<file path="config.mk">
export PLATFORM = sky130hd
export DESIGN_NAME = imm_gen_pipe
export DESIGN_NICKNAME = d
export VERILOG_FILES = /design/src/rtl/imm_gen_pipe.sv
export SDC_FILE = /design/constraint.sdc
export NUM_CORES = 1
export LEC_CHECK = 0
export CAP_MARGIN = 20
export CORE_MARGIN = 5
export CORE_UTILIZATION = 40
export DETAILED_ROUTE_END_ITERATION = 12
export GPL_TIMING_DRIVEN = 0
export PLACE_DENSITY = 0.68
export SYNTH_ARGS = -nofsm -noshare
export SYNTH_HDL_FRONTEND = slang
export SYNTH_SLANG_ARGS = --single-unit
export TNS_END_PERCENT = 50
</file>
<file path="constraint.sdc">
create_clock -name clk -period 2 [get_ports clk]
set_input_delay 0.4 -clock clk [delete_from_list [all_inputs] [get_ports clk]]
set_output_delay 0.4 -clock clk [all_outputs]
set_load 0.005 [all_outputs]
</file>
<file path="src/rtl/imm_gen_pipe.sv">
// Pipelined immediate generator: decode, registered output, one skid slot.
// in_ready comes straight from a flop, so out_ready never reaches it.
module imm_gen_pipe #(
  parameter int XLEN  = 32,
  parameter int TAG_W = 8
) (
  input  logic             clk,
  input  logic             rst_n,
  input  logic             in_valid,
  output logic             in_ready,
  input  logic [31:0]      in_instr,
  input  logic [TAG_W-1:0] in_tag,
  output logic             out_valid,
  input  logic             out_ready,
  output logic [XLEN-1:0]  out_imm,
  output logic [2:0]       out_fmt,
  output logic             out_illegal,
  output logic [TAG_W-1:0] out_tag
);

  if (XLEN != 32 && XLEN != 64) begin : g_bad_xlen
    $error("imm_gen_pipe: XLEN must be 32 or 64");
  end

  typedef enum logic [2:0] {
    FMT_NONE = 3'd0,
    FMT_I    = 3'd1,
    FMT_S    = 3'd2,
    FMT_B    = 3'd3,
    FMT_U    = 3'd4,
    FMT_J    = 3'd5,
    FMT_Z    = 3'd6,
    FMT_RSV  = 3'd7
  } fmt_e;

  typedef struct packed {
    logic [XLEN-1:0]  imm;
    fmt_e             fmt;
    logic             ill;
    logic [TAG_W-1:0] tag;
  } pay_t;

  localparam bit RV64 = (XLEN == 64);

  logic [6:0] w_opc;
  logic       w_op_i;
  logic       w_op_iw;
  logic       w_op_s;
  logic       w_op_b;
  logic       w_op_u;
  logic       w_op_j;
  logic       w_op_sys;
  logic       w_op_r;
  logic       w_op_rw;
  pay_t       w_dec;

  assign w_opc    = in_instr[6:0];
  assign w_op_i   = (w_opc == 7'b0010011) ||
                    (w_opc == 7'b0000011) ||
                    (w_opc == 7'b1100111);
  assign w_op_iw  = (w_opc == 7'b0011011);
  assign w_op_s   = (w_opc == 7'b0100011);
  assign w_op_b   = (w_opc == 7'b1100011);
  assign w_op_u   = (w_opc == 7'b0110111) ||
                    (w_opc == 7'b0010111);
  assign w_op_j   = (w_opc == 7'b1101111);
  assign w_op_sys = (w_opc == 7'b1110011);
  assign w_op_r   = (w_opc == 7'b0110011) ||
                    (w_opc == 7'b0001111);
  assign w_op_rw  = (w_opc == 7'b0111011);

  always_comb begin
    w_dec     = '0;
    w_dec.tag = in_tag;
    unique case (1'b1)
      w_op_i: begin
        w_dec.fmt = FMT_I;
        w_dec.imm = XLEN'($signed(in_instr[31:20]));
      end
      w_op_iw: begin
        if (RV64) begin
          w_dec.fmt = FMT_I;
          w_dec.imm = XLEN'($signed(in_instr[31:20]));
        end else begin
          w_dec.ill = 1'b1;
        end
      end
      w_op_s: begin
        w_dec.fmt = FMT_S;
        w_dec.imm = XLEN'($signed({in_instr[31:25],
                                   in_instr[11:7]}));
      end
      w_op_b: begin
        w_dec.fmt = FMT_B;
        w_dec.imm = XLEN'($signed({in_instr[31],
                                   in_instr[7],
                                   in_instr[30:25],
                                   in_instr[11:8],
                                   1'b0}));
      end
      w_op_u: begin
        w_dec.fmt = FMT_U;
        w_dec.imm = XLEN'($signed({in_instr[31:12],
                                   12'b0}));
      end
      w_op_j: begin
        w_dec.fmt = FMT_J;
        w_dec.imm = XLEN'($signed({in_instr[31],
                                   in_instr[19:12],
                                   in_instr[20],
                                   in_instr[30:21],
                                   1'b0}));
      end
      w_op_sys: begin
        // funct3[2] selects the zimm CSR forms
        if (in_instr[14]) begin
          w_dec.fmt = FMT_Z;
          w_dec.imm = XLEN'(in_instr[19:15]);
        end
      end
      w_op_r: begin
        w_dec.fmt = FMT_NONE;
      end
      w_op_rw: begin
        w_dec.ill = !RV64;
      end
      default: begin
        w_dec.ill = 1'b1;
      end
    endcase
  end

  logic r_ov;
  logic r_sfull;
  pay_t r_out;
  pay_t r_skid;
  logic w_acc;

  assign w_acc    = in_valid && !r_sfull;
  assign in_ready = !r_sfull;

  always_ff @(posedge clk or negedge rst_n) begin
    if (!rst_n) begin
      r_ov    <= 1'b0;
      r_sfull <= 1'b0;
      r_out   <= '0;
      r_skid  <= '0;
    end else if (r_sfull) begin
      if (out_ready) begin
        r_out   <= r_skid;
        r_sfull <= 1'b0;
      end
    end else if (w_acc) begin
      if (!r_ov || out_ready) begin
        r_out <= w_dec;
        r_ov  <= 1'b1;
      end else begin
        r_skid  <= w_dec;
        r_sfull <= 1'b1;
      end
    end else if (out_ready) begin
      r_ov <= 1'b0;
    end
  end

  assign out_valid   = r_ov;
  assign out_imm     = r_out.imm;
  assign out_fmt     = r_out.fmt;
  assign out_illegal = r_out.ill;
  assign out_tag     = r_out.tag;

endmodule

</file>
==> summary.md, run 1 <==
| Metric | Value |
|---|---|
| Synth unique cells | `53` |
| Synth warn | `0` |
| Worst Setup EP | `out_imm[2]` |
| Top Ports | `90` |
| # placed instances | `667` |
| Average wire per standard cell | `18.7 um` |
| Final Net Count | `584` |
| Critical R2R Launch | `r_sfull` |
| Mapped Nets | `just under 500` |
| Slew Limit Headroom | `59.8%` |
| Core ar. | `~0.011 mm2` |
| Clk_lat worst skew | `0.37 ns` |
| Via count | `approximately 3900` |
| Synth Register Bits | `90` |
| Final Hold Vio Count | `0` |
| Post-DP Area | `between 0.005 and 0.006 mm2` |
| Clock transition at path regs | `about 0.090 ns` |
| HP Class | `reg -> reg` |
| Final Instance Count excl. Fillers | `slightly below 700` |
| Layout cells sized above 1 | `11.8%` |
| Final Skew | `roughly 0.0095 ns` |
| Worst Setup Start Kind | `input port` |
| Hold Slack | `0.479 ns` |
| Worst R2R End | `out_imm[17]` |
| Synth Flop Type | `dfrtp_1` |
| Vias per cell | `about 5.7` |
| Critical path peak fanout | `10` |
| First-pass GRT wire length | `20900 um` |
| Sw power | `around 1.5 mW` |
| Initial antenna violation count | `0` |
| Die span in x | `114 um` |
| CTS H-tree depth | `3` |
| FILL cells | `just over 1000` |
| Syn Area/Cell | `9.86 um2` |
| Max-Cap Viols | `0` |
| Post-DRT Antenna Nets | `0` |
| Detail Placement HPWL | `around 9200 um` |
| Vias in the first global route | `3943` |
| Total GRT Usage | `20.2%` |
| Slowest-stage cell, CP | `clkdlybuf4s50_1` |
| DRC violations left | `0` |
| Sw Share | `approximately 30%` |
| CTS max path bufs | `2` |
| Tot Pwr | `4.91 mW` |
| First-pass iteration count of the detailed router | `4` |
| Synth top cells by count | `dfrtp_1 (90), nand2_1 (62), o21ai_0 (50)` |
| Drt total wl | `12800 um` |
| Max Fclk | `532 MHz` |
| Site Rows | `38` |
| Worst setup path startpoint | `in_instr[4]` |
| Initial Utilization | `40.5%` |
| Clk pwr share | `26.3%` |
| Period utilization | `roughly 94%` |
| Number of port buffers | `85` |
| Final setup fails | `0` |
| Required @ worst endpoint | `roughly 2.3 ns` |
| Starting DRT DRC Count | `between 200 and 300` |
| Pint | `3.43 mW` |
| Outcome | `completed` |
| Syn Std Cell Area | `0.00435 mm2` |
| # diodes | `0` |
| Power per Cell Area | `between 800 and 900 mW/mm2` |
| Global route overflow | `0` |
| Crit path cell chain | `clkdlybuf4s50_1, buf_2, buf_2, nand4_1, a211oi_1, a21oi_1, o21ai_0` |
| Placer Congestion | `approximately 0.88` |
| Buf+Inv Stages, Crit Path | `3` |
| TritonCTS buffer count | `9` |
| Seq/Total Area, Yosys | `51.8%` |
| Lkg Pwr | `between 2 and 2.5 nW` |
| Final slew viol count | `0` |
| Peak supply drop | `0.381 mV` |
| Tmin final | `1.88 ns` |
| Largest net degree at the start of global routing | `60` |
| Fin area | `roughly 0.0056 mm2` |
| EDFF count, synth | `0` |
| Family with the most delay on the worst path | `buffers and inverters` |
| Setup_tns | `0 ns` |
| Register-to-Register Setup Slack | `0.16 ns` |
| Synth-to-layout area growth | `29.5%` |
| Levels on crit path | `7` |
| Worst-margin pin slew | `0.603 ns` |
| Post-Synthesis Cells | `441` |
| Synth top area share | `51.8%` |
| Top cells by area, synth | `dfrtp_1 (52%), o21ai_0 (5.8%), nand2_1 (5.3%), a31oi_1 (3.5%), and3_1 (2.2%)` |
| Count leader, synth | `dfrtp_1` |
| Number of clock sinks | `90` |
| Critical Path AT | `2.16 ns` |
| CTS tree | `done` |
| Post-synth top area cell | `dfrtp_1` |
| Setup Crit Path Kind | `in -> reg` |
| FFs w/ async S/R, synth | `100%` |
| R2R cell count | `5` |
| Seq pwr share | `a little under half` |
| Die height | `114 um` |
| RSZ-0062 raised after global routing | `true` |
| Root Buffer | `clkbuf_8` |
| Most frequent CP cell | `buf_2` |
| CP Capture Type | `flop` |
| Die area | `about 0.013 mm2` |
| Max incr delay on CP | `0.54 ns` |
| Logic gate share of total power | `26.0%` |
==> sequential cells by signal, summed over array words and instances (netlist names) <==
signal,flops
out_imm,32
r_skid,44
r_sfull,1
out_valid,1
out_illegal,1
out_fmt,3
out_tag,8
==> cell families after synthesis <==
kind of cell	count (synthesis)	synth area share [%]
AOI/OAI and AO/OA	143	22.7
buffers and inverters	46	4.92
DFF	90	51.8
muxes	9	2.10
and+or+nand+nor	153	18.5
==> routing by layer <==
metal,routed length [um],up-vias,global-route usage [%],share of wire (%)
li1,-,1806,-,-
met1,5910,1894,28.7,46
met2,5870,148,32.0,46
met3,839,18,3.86,6.6
met4,174,0,5.15,1.4
met5,0,-,0,0
==> cells in the final DEF, fill, tap and decap left out, drive strengths merged, types with 2 or more instances in the layout <==
cell and instances:
nand3 11, inv 12, buf 22, o21ai 51, dfrtp 90, a211oi 5
nand4 6, a211o 10, a31oi 24, nand2 62, mux2i 8, nand2b 6
nand4b 2, and3 15, clkinvlp 2, o22ai 3, clkbuf 26, nand3b 13
nor2b 5, a221o 14, nor3 4, a21oi 20, clkdlybuf4s50 83, nor2 18
a22o 6, or2 2
==> power by group through the flow <==
stage	registers [mW]	logic (mW)	clock network, mW
3_3_place_gp	2.37	1.24	0
5_1_grt	2.38	1.41	1.38
6_report	2.34	1.27	1.29
4_1_cts	2.34	1.28	1.32
3_5_place_dp	2.38	1.26	0
2_1_floorplan	2.35	0.579	0
==> worst reg2reg max path, stage by stage (launching register included) <==
cell and delay, ns:
dfrtp_2 0.41, buf_4 0.16, and2b_1 0.26, nand2_1 0.30, a21oi_2 0.46, a211o_1 0.19
==> cell type report <==
| type | count | area [um2] | share of cell area [%] |
|---|---|---|---|
| inverters | 11 | 43.8 | 0.777 |
| clock buffers | 10 | 138 | 2.44 |
| multi-input cells | 305 | 1890 | 33.5 |
| flip-flops and latches | 90 | 2250 | 40.0 |
| well taps | 140 | 175 | 3.11 |
| repair buffers | 88 | 892 | 15.8 |
| plain buffers | 35 | 184 | 3.26 |
| clock inverters | 5 | 62.6 | 1.11 |
==> worst min-delay path by stage <==
stage	start	end	slack [ns]	cells past startpoint
floorplan	rst_n	out_fmt[0]	0.10	0
global placement	r_skid[23]	r_skid[23]	0.45	2
detailed placement	rst_n	out_tag[4]	0.38	1
CTS	in_instr[6]	r_skid[10]	0.48	4
global route	out_tag[5]	out_tag[5]	0.51	2
finish	r_skid[11]	r_skid[11]	0.48	2
==> metrics by stage <==
stage,util [%],setup slack [ns]
finish,52.4,0.120
global placement,50.0,-2.77
floorplan,-,0.460
detailed placement,50.3,-0.381
global route,52.4,-0.0418
CTS,52.4,0.0273
==> what timing repair did <==
action / CTS / global route
setup buffers: 1 / 0
endpoints found under the hold margin: 31 / 0
gates resized for setup: 9 / 1
setup endpoints to repair: 2 / 17
hold buffers: 1 / 0
cloned: 0 / 0
Note: power is estimated with default switching activity, not from simulation.
==> inputs of run 2 (changes only) <==
--- a/config.mk
+++ b/config.mk
@@ -9,6 +9,7 @@
 export CORE_MARGIN = 5
-export CORE_UTILIZATION = 40
+export CORE_UTILIZATION = 51
 export DETAILED_ROUTE_END_ITERATION = 12
 export GPL_TIMING_DRIVEN = 0
-export PLACE_DENSITY = 0.68
+export PLACE_DENSITY = 0.83
+export SLEW_MARGIN = 20
 export SYNTH_ARGS = -nofsm -noshare
==> constraint.sdc (replaced) <==
create_clock -name clk -period 2 [get_ports clk]
set_input_delay 0.3 -clock clk [delete_from_list [all_inputs] [get_ports clk]]
set_output_delay 0.3 -clock clk [all_outputs]
set_load 0.005 [all_outputs]
==> summary.md, run 2 (synthesis gave the netlist of run 1 again) <==
| Metric | Value |
|---|---|
| Number of clock sinks | `90 (unchanged)` |
| Final Skew | `0.00966 ns (+0.000211 ns)` |
| Initial antenna violation count | `0 (unchanged)` |
| Largest net degree at the start of global routing | `57 (-5.0%)` |
| Drt total wl | `12600 um (-1.5%)` |
| Number of port buffers | `85 (unchanged)` |
| Die height | `102 um (-10%)` |
| Hold Slack | `0.437 ns (-0.0412 ns)` |
| # diodes | `0 (unchanged)` |
| Max Fclk | `548 MHz (+3.1%)` |
| Average wire per standard cell | `19.4 um (+3.8%)` |
| FILL cells | `642 (-38%)` |
| Fin area | `0.00560 mm2 (-0.53%)` |
| Family with the most delay on the worst path | `compound AO/OA/AOI/OAI gates` |
| Synth-to-layout area growth | `28.8%` |
| Die span in x | `102 um (-10%)` |
| RSZ-0062 raised after global routing | `false` |
| CP Capture Type | `flop` |
| Outcome | `completed` |
| Worst-margin pin slew | `0.534 ns (-0.0690 ns)` |
| Buf+Inv Stages, Crit Path | `1 (-2)` |
| Post-DP Area | `0.00536 mm2 (-0.81%)` |
| Most frequent cells in the layout | `dfrtp_1 (89), clkdlybuf4s50_1 (83), nand2_1 (62), o21ai_0 (50), a31oi_1 (24)` |
| Slew Limit Headroom | `64.4% (+4.6 points)` |
| Final slew viol count | `0 (unchanged)` |
| CTS H-tree depth | `3 (unchanged)` |
| Via count | `3936 (+1.8%)` |
| Slowest-stage cell, CP | `a21oi_2` |
| CTS max path bufs | `2 (unchanged)` |
| Post-DRT Antenna Nets | `0 (unchanged)` |
| Clock transition at path regs | `0.09 ns (about the same)` |
| Critical path peak fanout | `9 (-1)` |
| Crit path cell chain | `buf_4, and2b_1, nand2_1, a21oi_2, a211o_1` |
| Initial Utilization | `52.7% (+12 points)` |
| Pre-CTS setup slack | `-0.285 ns (+0.0962 ns)` |
| Site Rows | `33 (-13%)` |
| Top Ports | `90 (unchanged)` |
| Die area | `0.0105 mm2 (-20%)` |
| Most flop-heavy register | `r_skid` |
| HP Class | `in -> async` |
| Total GRT Usage | `25.4% (+5.1 points)` |
| Setup_tns | `0 ns (unchanged)` |
| Max incr delay on CP | `0.44 ns (-0.10 ns)` |
| Final Net Count | `584 (unchanged)` |
| Period utilization | `91.2% (-2.8 points)` |
| Max-Cap Viols | `0 (unchanged)` |
| Peak supply drop | `0.524 mV (+37%)` |
| Vias in the first global route | `3986 (+1.1%)` |
| First-pass GRT wire length | `20500 um (-1.8%)` |
| Number of flip-flops in the largest register | `44 (unchanged)` |
| DRC violations left | `0 (unchanged)` |
| Global route overflow | `0 (unchanged)` |
| Final Hold Vio Count | `0 (unchanged)` |
| Tmin final | `1.82 ns (-0.0558 ns)` |
| First-pass iteration count of the detailed router | `5 (+1)` |
| Root Buffer | `clkbuf_8` |
| Setup Crit Path Kind | `reg -> reg` |
| Critical Path AT | `2.12 ns (-0.04 ns)` |
| Final setup fails | `0 (unchanged)` |
| Clk_lat worst skew | `0.35 ns (-0.02 ns)` |
| Required @ worst endpoint | `2.29 ns (about the same)` |
| Worst Setup Start Kind | `flop` |
| Lkg Pwr | `2.43 nW (+0.45%)` |
| Layout cells sized above 1 | `12.1% (+0.37 points)` |
| Post-route setup slack | `0.176 ns (+0.0558 ns)` |
| Core ar. | `0.00826 mm2 (-23%)` |
| Power per Cell Area | `878 mW/mm2 (+0.79%)` |
| TritonCTS buffer count | `9 (unchanged)` |
| Vias per cell | `6.06 (+7.3%)` |
| Most common cell after layout, fill and taps aside | `dfrtp_1` |
| Detail Placement HPWL | `9100 um (-1.6%)` |
| CTS tree | `done` |
| Starting DRT DRC Count | `250 (-5.3%)` |
| Placer Congestion | `0.967 (+9.7%)` |
-- run 2: final timing paths --
check / start / end / slack (ns) / cells after the start
worst max-delay path: r_sfull / out_imm[19] / 0.18 / 5
worst min-delay path: rst_n / r_skid[11] / 0.44 / 2
worst max register to register: r_sfull / out_imm[19] / 0.18 / 5
worst min register to register: r_skid[2] / r_skid[2] / 0.49 / 2
max in group asynchronous: rst_n / r_sfull / 0.92 / 3
min in group clk: in_instr[3] / r_skid[12] / 0.44 / 4
-- run 2: metrics by stage --
stage                     std cells  power, mW  util [%]
final                           649       4.92      67.9
after global routing            649       5.17      67.9
after CTS                       649       4.93      67.8
after detailed placement        632       3.65      64.9
after global placement          631       3.58      64.6
after floorplan                 441       2.93         -
-- run 2: area by class of cell --
class / count / area [um2] / share of cell area [%]
clock buffers: 10 / 138 / 2.46
clock inverters: 5 / 63.8 / 1.14
plain buffers: 35 / 193 / 3.44
repair buffers: 88 / 896 / 16.0
flip-flops and latches: 90 / 2250 / 40.2
multi-input cells: 305 / 1890 / 33.6
inverters: 11 / 43.8 / 0.781
well taps: 105 / 131 / 2.34
-- run 2: where the power goes --
group	internal [mW]	switching [mW]	total [mW]
combinational	0.670	0.621	1.29
clock	0.613	0.660	1.27
sequential	2.16	0.195	2.35
total	3.44	1.48	4.92
-- run 2: layer usage --
metal / track usage, % / up-vias / wire (um)
met5: 0 / - / 0
met4: 6.66 / 0 / 181
met1: 35.6 / 1929 / 5500
met2: 40.4 / 194 / 6030
met3: 5.19 / 13 / 884
li1: - / 1800 / -
-- run 2: timing repair --
item	in CTS	in global routing
hold endpoints to repair	34	0
setup buffers	1	0
hold buffers	1	0
resized for setup	8	8
gates cloned	0	0
endpoints found under the setup margin	1	13
==> inputs of run 3 (changes only) <==
Settings changed: HOLD_SLACK_MARGIN from default to 0.03.
==> results of run 3 <==
Final layout, timing and power as in run 2 (identical DEF).
